<file path="src/rtl/uart_receiver_pkg.sv">
`default_nettype none
// +----------------------------------------------------------------------+
// | uart_receiver_pkg : UART frame constants and FSM states.             |
// | Revision 1.0                                                         |
// +----------------------------------------------------------------------+
package uart_receiver_pkg;

    localparam int c_DEFAULT_CLKS_PER_BIT = 434;
    localparam int c_FRAME_BITS           = 8;

    // Encodings are shared with the SoC UART transmitter.
    typedef enum logic [1:0] {
        S_IDLE  = 2'd0,
        S_START = 2'd1,
        S_DATA  = 2'd2,
        S_STOP  = 2'd3
    } uart_state_t;

endpackage
`default_nettype wire

</file>
<file path="src/rtl/uart_receiver_sync_2ff.sv">
`default_nettype none
// +----------------------------------------------------------------------+
// | sync_2ff : two-flop synchronizer with asynchronous active-low reset. |
// | Revision 1.0                                                         |
// +----------------------------------------------------------------------+
module sync_2ff #(
    parameter logic RESET_VAL = 1'b0
) (
    input  logic clk,
    input  logic rst_n,
    input  logic i_d,
    output logic o_q
);

    logic r_meta;
    logic r_sync;

    always_ff @(posedge clk or negedge rst_n) begin
        if (!rst_n) begin
            r_meta <= RESET_VAL;
            r_sync <= RESET_VAL;
        end else begin
            r_meta <= i_d;
            r_sync <= r_meta;
        end
    end

    assign o_q = r_sync;

endmodule
`default_nettype wire

</file>
<file path="src/rtl/uart_receiver.sv">
`default_nettype none
// +----------------------------------------------------------------------+
// | uart_receiver : 8N1 serial receiver with sticky ready/error flags.   |
// | Revision 1.0                                                         |
// +----------------------------------------------------------------------+
module uart_receiver
    import uart_receiver_pkg::*;
#(
    parameter int CLKS_PER_BIT = c_DEFAULT_CLKS_PER_BIT
) (
    input  logic                    clk,
    input  logic                    reset,
    input  logic                    rx_i,
    input  logic                    clear_i,
    output logic [c_FRAME_BITS-1:0] rx_data_o,
    output logic                    rx_flag_o,
    output logic                    frame_err_o,
    output logic                    overrun_o,
    output logic                    busy_o
);

    localparam int c_BAUD_W = $clog2(CLKS_PER_BIT);
    localparam logic [c_BAUD_W-1:0] c_BAUD_LAST = c_BAUD_W'(CLKS_PER_BIT - 1);
    localparam logic [c_BAUD_W-1:0] c_HALF_LAST = c_BAUD_W'(CLKS_PER_BIT / 2 - 1);
    localparam logic [2:0]          c_LAST_BIT  = 3'(c_FRAME_BITS - 1);

    logic                    w_rx_s;
    uart_state_t             r_state;
    logic                    r_armed;
    logic [c_BAUD_W-1:0]     r_baud;
    logic [2:0]              r_bit_cnt;
    logic [c_FRAME_BITS-1:0] r_shift;
    logic                    r_stop_seen;
    logic                    r_stop_bit;
    logic [c_FRAME_BITS-1:0] r_data;
    logic                    r_flag;
    logic                    r_ferr;
    logic                    r_ovr;
    logic                    r_busy;

    sync_2ff #(
        .RESET_VAL (1'b0)
    ) u_rx_sync (
        .clk   (clk),
        .rst_n (reset),
        .i_d   (rx_i),
        .o_q   (w_rx_s)
    );

    always_ff @(posedge clk or negedge reset) begin
        if (!reset) begin
            r_state     <= S_IDLE;
            r_armed     <= 1'b0;
            r_baud      <= '0;
            r_bit_cnt   <= '0;
            r_shift     <= '0;
            r_stop_seen <= 1'b0;
            r_stop_bit  <= 1'b0;
            r_data      <= '0;
            r_flag      <= 1'b0;
            r_ferr      <= 1'b0;
            r_ovr       <= 1'b0;
            r_busy      <= 1'b0;
        end else begin
            if (clear_i) begin
                r_flag <= 1'b0;
                r_ferr <= 1'b0;
                r_ovr  <= 1'b0;
            end

            case (r_state)
                S_IDLE: begin
                    r_baud      <= '0;
                    r_bit_cnt   <= '0;
                    r_stop_seen <= 1'b0;
                    r_busy      <= 1'b0;
                    // A low line is only a start once a high level has been seen.
                    if (w_rx_s) begin
                        r_armed <= 1'b1;
                    end else if (r_armed) begin
                        r_armed <= 1'b0;
                        r_state <= S_START;
                    end
                end

                S_START: begin
                    r_busy <= 1'b1;
                    if (r_baud == c_HALF_LAST) begin
                        r_baud <= '0;
                        if (w_rx_s) begin
                            r_state <= S_IDLE;
                            r_busy  <= 1'b0;
                        end else begin
                            r_state <= S_DATA;
                        end
                    end else begin
                        r_baud <= r_baud + c_BAUD_W'(1);
                    end
                end

                S_DATA: begin
                    r_busy <= 1'b1;
                    if (r_baud == c_BAUD_LAST) begin
                        r_baud             <= '0;
                        r_shift[r_bit_cnt] <= w_rx_s;
                        r_bit_cnt          <= r_bit_cnt + 3'd1;
                        if (r_bit_cnt == c_LAST_BIT) begin
                            r_state <= S_STOP;
                        end
                    end else begin
                        r_baud <= r_baud + c_BAUD_W'(1);
                    end
                end

                S_STOP: begin
                    // Stop is sampled first; flags commit on the following edge.
                    if (!r_stop_seen) begin
                        r_busy <= 1'b1;
                        if (r_baud == c_BAUD_LAST) begin
                            r_stop_seen <= 1'b1;
                            r_stop_bit  <= w_rx_s;
                        end else begin
                            r_baud <= r_baud + c_BAUD_W'(1);
                        end
                    end else begin
                        r_state     <= S_IDLE;
                        r_baud      <= '0;
                        r_stop_seen <= 1'b0;
                        r_busy      <= 1'b0;
                        if (r_stop_bit) begin
                            r_data <= r_shift;
                            r_flag <= 1'b1;
                            r_ovr  <= clear_i ? 1'b0 : (r_ovr | r_flag);
                        end else begin
                            r_ferr <= 1'b1;
                        end
                    end
                end

                default: begin
                    r_state <= S_IDLE;
                    r_baud  <= '0;
                    r_busy  <= 1'b0;
                end
            endcase
        end
    end

    assign rx_data_o   = r_data;
    assign rx_flag_o   = r_flag;
    assign frame_err_o = r_ferr;
    assign overrun_o   = r_ovr;
    assign busy_o      = r_busy;

endmodule
`default_nettype wire
</file>
<file path="config.mk">
export PLATFORM = sky130hd
export DESIGN_NAME = uart_receiver
export DESIGN_NICKNAME = d
export VERILOG_FILES = /design/src/rtl/uart_receiver_pkg.sv /design/src/rtl/uart_receiver_sync_2ff.sv /design/src/rtl/uart_receiver.sv
export SDC_FILE = /design/constraint.sdc
export NUM_CORES = 1
export LEC_CHECK = 0
export ABC_AREA = 1
export CORE_MARGIN = 4
export CORE_UTILIZATION = 40
export CTS_CLUSTER_DIAMETER = 60
export DETAILED_ROUTE_END_ITERATION = 8
export PLACE_DENSITY_LB_ADDON = 0.08
export SYNTH_ARGS = -nofsm -noshare
export SYNTH_HDL_FRONTEND = slang
export SYNTH_SLANG_ARGS = --single-unit
export TNS_END_PERCENT = 10
</file>
<file path="constraint.sdc">
create_clock -name clk -period 1.4 [get_ports clk]
set_clock_uncertainty 0.1 [all_clocks]
set_input_delay 0.28 -clock clk [delete_from_list [all_inputs] [get_ports clk]]
set_output_delay 0.28 -clock clk [all_outputs]
set_load 0.01 [all_outputs]
</file>
==> metrics.cfg <==
[run_status]
outcome=finished with violations
violations=negative setup slack

[synthesis]
synth_top_area_cell=dfrtp_1
syn_area_um2=1889
yosys-top-cells-area=dfrtp_1 52%, nand2_1 9.9%, ha_1 6.6%, inv_1 5.2%, mux2_2 4.8%
seq_area_frac_synth_pct=51.66
netlist.area_leader.share_pct=51.66
synth_nets=224
ys_seq_elements=39
yosysWarnings=0
syn_inst=210
synth.distinct_cells=22
synth.avg_cell_area_um2=8.997

[global_route]
grt_pass1_vias=1579
grt_antenna_before_repair=0
grt_overflow_total=0
grt_max_degree=26
gr-usage-all-layers_pct=15.46
grt_pass1_wl_mm=7.272

[detailed_routing]
drtAntennaViolNets=0
remaining_drc_errors=0
drt-pass1-iter-count=4
vias_per_cell=4.968
avgRoutedWirePerCell_um=13.51
wl_mm=4.268
drt_iter0_markers=93
via_count=1570

[worst_setup_path]
endpoint_kind=flip-flop
cp_max_fo=3
cp-start-kind=flip-flop
path_buf_inv=1
cp_data_required_time_ps=1490
crit_start=r_baud[1]
timing.rr.end=r_state[0]
cp_data_arrival_time_ps=1710
reg2reg_slack_ps=-220
timing.rr.start=r_baud[1]
crit_slowest_cell=dfrtp_1
worstPathCellList=inv_2 > ha_4 > nand2_2 > nor2_2 > nand2_2 > nand2_4 > nand2_2 > nor2_2 > nand2_1 > nand2_1 > o21ai_1
crit_type=reg2reg
path_depth=11
critPathCapture=r_state[0]
max_stage_delay_ps=390
cp_common_cell=nand2_2
crit_family=simple AND/OR/NAND/NOR gates
r2r_cells=11

[place]
pre_cts_slack_ps=-195.1
hpwl_mm=3.013
dp.cells=303
routabilityCongestion=0.8329
io_buffer_count=15
dpl_cell_area_um2=2311

[timing]
setup_violations=33
grt_setup_unrepaired=true
final_max_slew_viol_count=0
timing.hold.ws_ps=264.8
min_period_ps=1619
worst_slew_pin_slew_ps=394.2
finalHoldViolCount=0
fin_crit_sh_pct=115.6
fmax_mhz=617.8
slew_headroom_pct=73.72
fin_ws_ps=-218.6

[pwr]
p_total_mw=3.337
power_density_nw_per_um2=1301
leakagePower_nw=1.333
peakVddDrop_mv=0.9628

[final_layout]
area_growth_pct=35.70
drive_gt1_share_pct=32.20
seq_area_um2=977.2
nets=277
n_antenna_cell=0
stdcell_count=316
multi_input_area_um2=935.9
fillCellCount=379
final_area_um2=2564

[die]
die_area_um2=5887
chipWidth_um=76.73
die_h_um=76.73
core_area_um2=4474
initial_utilization_pct=42.23
rows=24
io_pins=16

[cts]
cts-buffers-inserted=5
cts_sinks=39
clockBufferDepth=2
h-tree-depth=2
insertion_delay_ps=290
cts_tree=yes
clk_pin_slew_ps=80
clock_tree.root_cell=clkbuf_8

[run]
drv_cap=0

[worst_hold_path]
min_path_type=reg2reg

[through the flow]
| step | util (%) | TNS, ps |
|---|---|---|
| 2_1_floorplan | - | -1018 |
| 3_3_place_gp | 51.65 | -3337 |
| 5_1_grt | 57.30 | -6432 |
| 6_report | 57.30 | -3656 |
| 4_1_cts | 54.92 | -3355 |
| 3_5_place_dp | 51.65 | -4359 |
[logic make-up after synthesis]
| logic type | Yosys count | share of synthesized area (%) |
|---|---|---|
| XOR/XNOR | 3 | 1.391 |
| adder cells (fa/ha/maj) | 10 | 6.623 |
| flip-flops | 39 | 51.66 |
| AND/OR/NAND/NOR | 92 | 21.26 |
| multiplexers | 8 | 4.768 |
| buffers and inverters | 29 | 6.424 |
| AO/OA/AOI/OAI | 29 | 7.881 |
[cell type report]
class                   instances  share of cell area (%)
repair buffers                 46                   15.08
inverters                      28                   4.295
clock buffers                   5                   2.684
clock inverters                 3                  0.7809
well taps                      52                   2.538
multi-input cells             143                   36.51
flip-flops and latches         39                   38.12
[metal layers]
| metal | up-vias | track usage (%) | part of all wire, % |
|---|---|---|---|
| li1 | 782 | - | - |
| met1 | 749 | 20.61 | 48 |
| met2 | 35 | 24.56 | 47 |
| met3 | 4 | 4.215 | 4.4 |
| met4 | 0 | 4.529 | 1.0 |
| met5 | - | 0 | 0 |
[how the worst min path moves through the flow]
stage                                start                    endpoint  slack [ps]  cells past startpoint
after floorplan                      reset  asynchronous set/reset pin        -120                      0
after global placement               reset                   r_baud[5]         120                      1
after detailed placement             reset                   r_baud[5]         130                      1
after CTS                 u_rx_sync.r_meta               u_rx_sync.o_q         270                      0
after global routing      u_rx_sync.r_meta               u_rx_sync.o_q         290                      0
final                     u_rx_sync.r_meta               u_rx_sync.o_q         260                      0
[synth_stat cells]
| master | n |
|---|---|
| nor2_2 | 1 |
| xor2_1 | 2 |
| o21ai_1 | 11 |
| nor3_2 | 1 |
| o21ai_0 | 7 |
| inv_2 | 1 |
| buf_6 | 1 |
| nor2_1 | 17 |
| nand4_1 | 6 |
| nand2_2 | 4 |
| dfrtp_1 | 39 |
| a31oi_1 | 1 |
| a21oi_1 | 9 |
| o21bai_1 | 1 |
| nand2_1 | 50 |
| xnor2_1 | 1 |
| nand3_1 | 12 |
| ha_1 | 10 |
| inv_1 | 26 |
| clkinv_4 | 1 |
| mux2_2 | 8 |
| nor2_4 | 1 |
[sequential cells by signal, indices dropped and copies added (netlist names), 3 cells and up, named ones only]
name       count
r_baud         9
r_shift        8
rx_data_o      8
r_bit_cnt      3
[cells in the final DEF, fill, tap and decap left out, drive strengths merged, types with 9 or more instances in the layout]
cell / synthesis / layout
nand3: 12 / 12
dfrtp: 39 / 39
buf: 1 / 31
nand2: 54 / 55
dlygate4sd2: 0 / 11
a21oi: 9 / 9
ha: 10 / 10
o21ai: 18 / 18
inv: 27 / 27
nor2: 19 / 19
[repair_timing]
action	4_1_cts	5_1_grt
setup buffers	2	1
gates cloned	1	0
hold endpoints to repair	14	0
pin swaps	5	9
endpoints found under the setup margin	45	34
resized for setup	24	26
hold buffers	1	0
[worst reg2reg max path: cells and delay by family, from the launching register on]
kind            cells  cell delay, ps
simple gates        8             690
flops               1             390
compound gates      1              60
buf+inv             1             120
fa+ha+maj           1             150
[report_power, final]
group	internal (mW)	switching (mW)
registers	1.21	0.0612
clock network	0.347	0.426
logic	0.584	0.711
(Power assumes the default switching activity.)
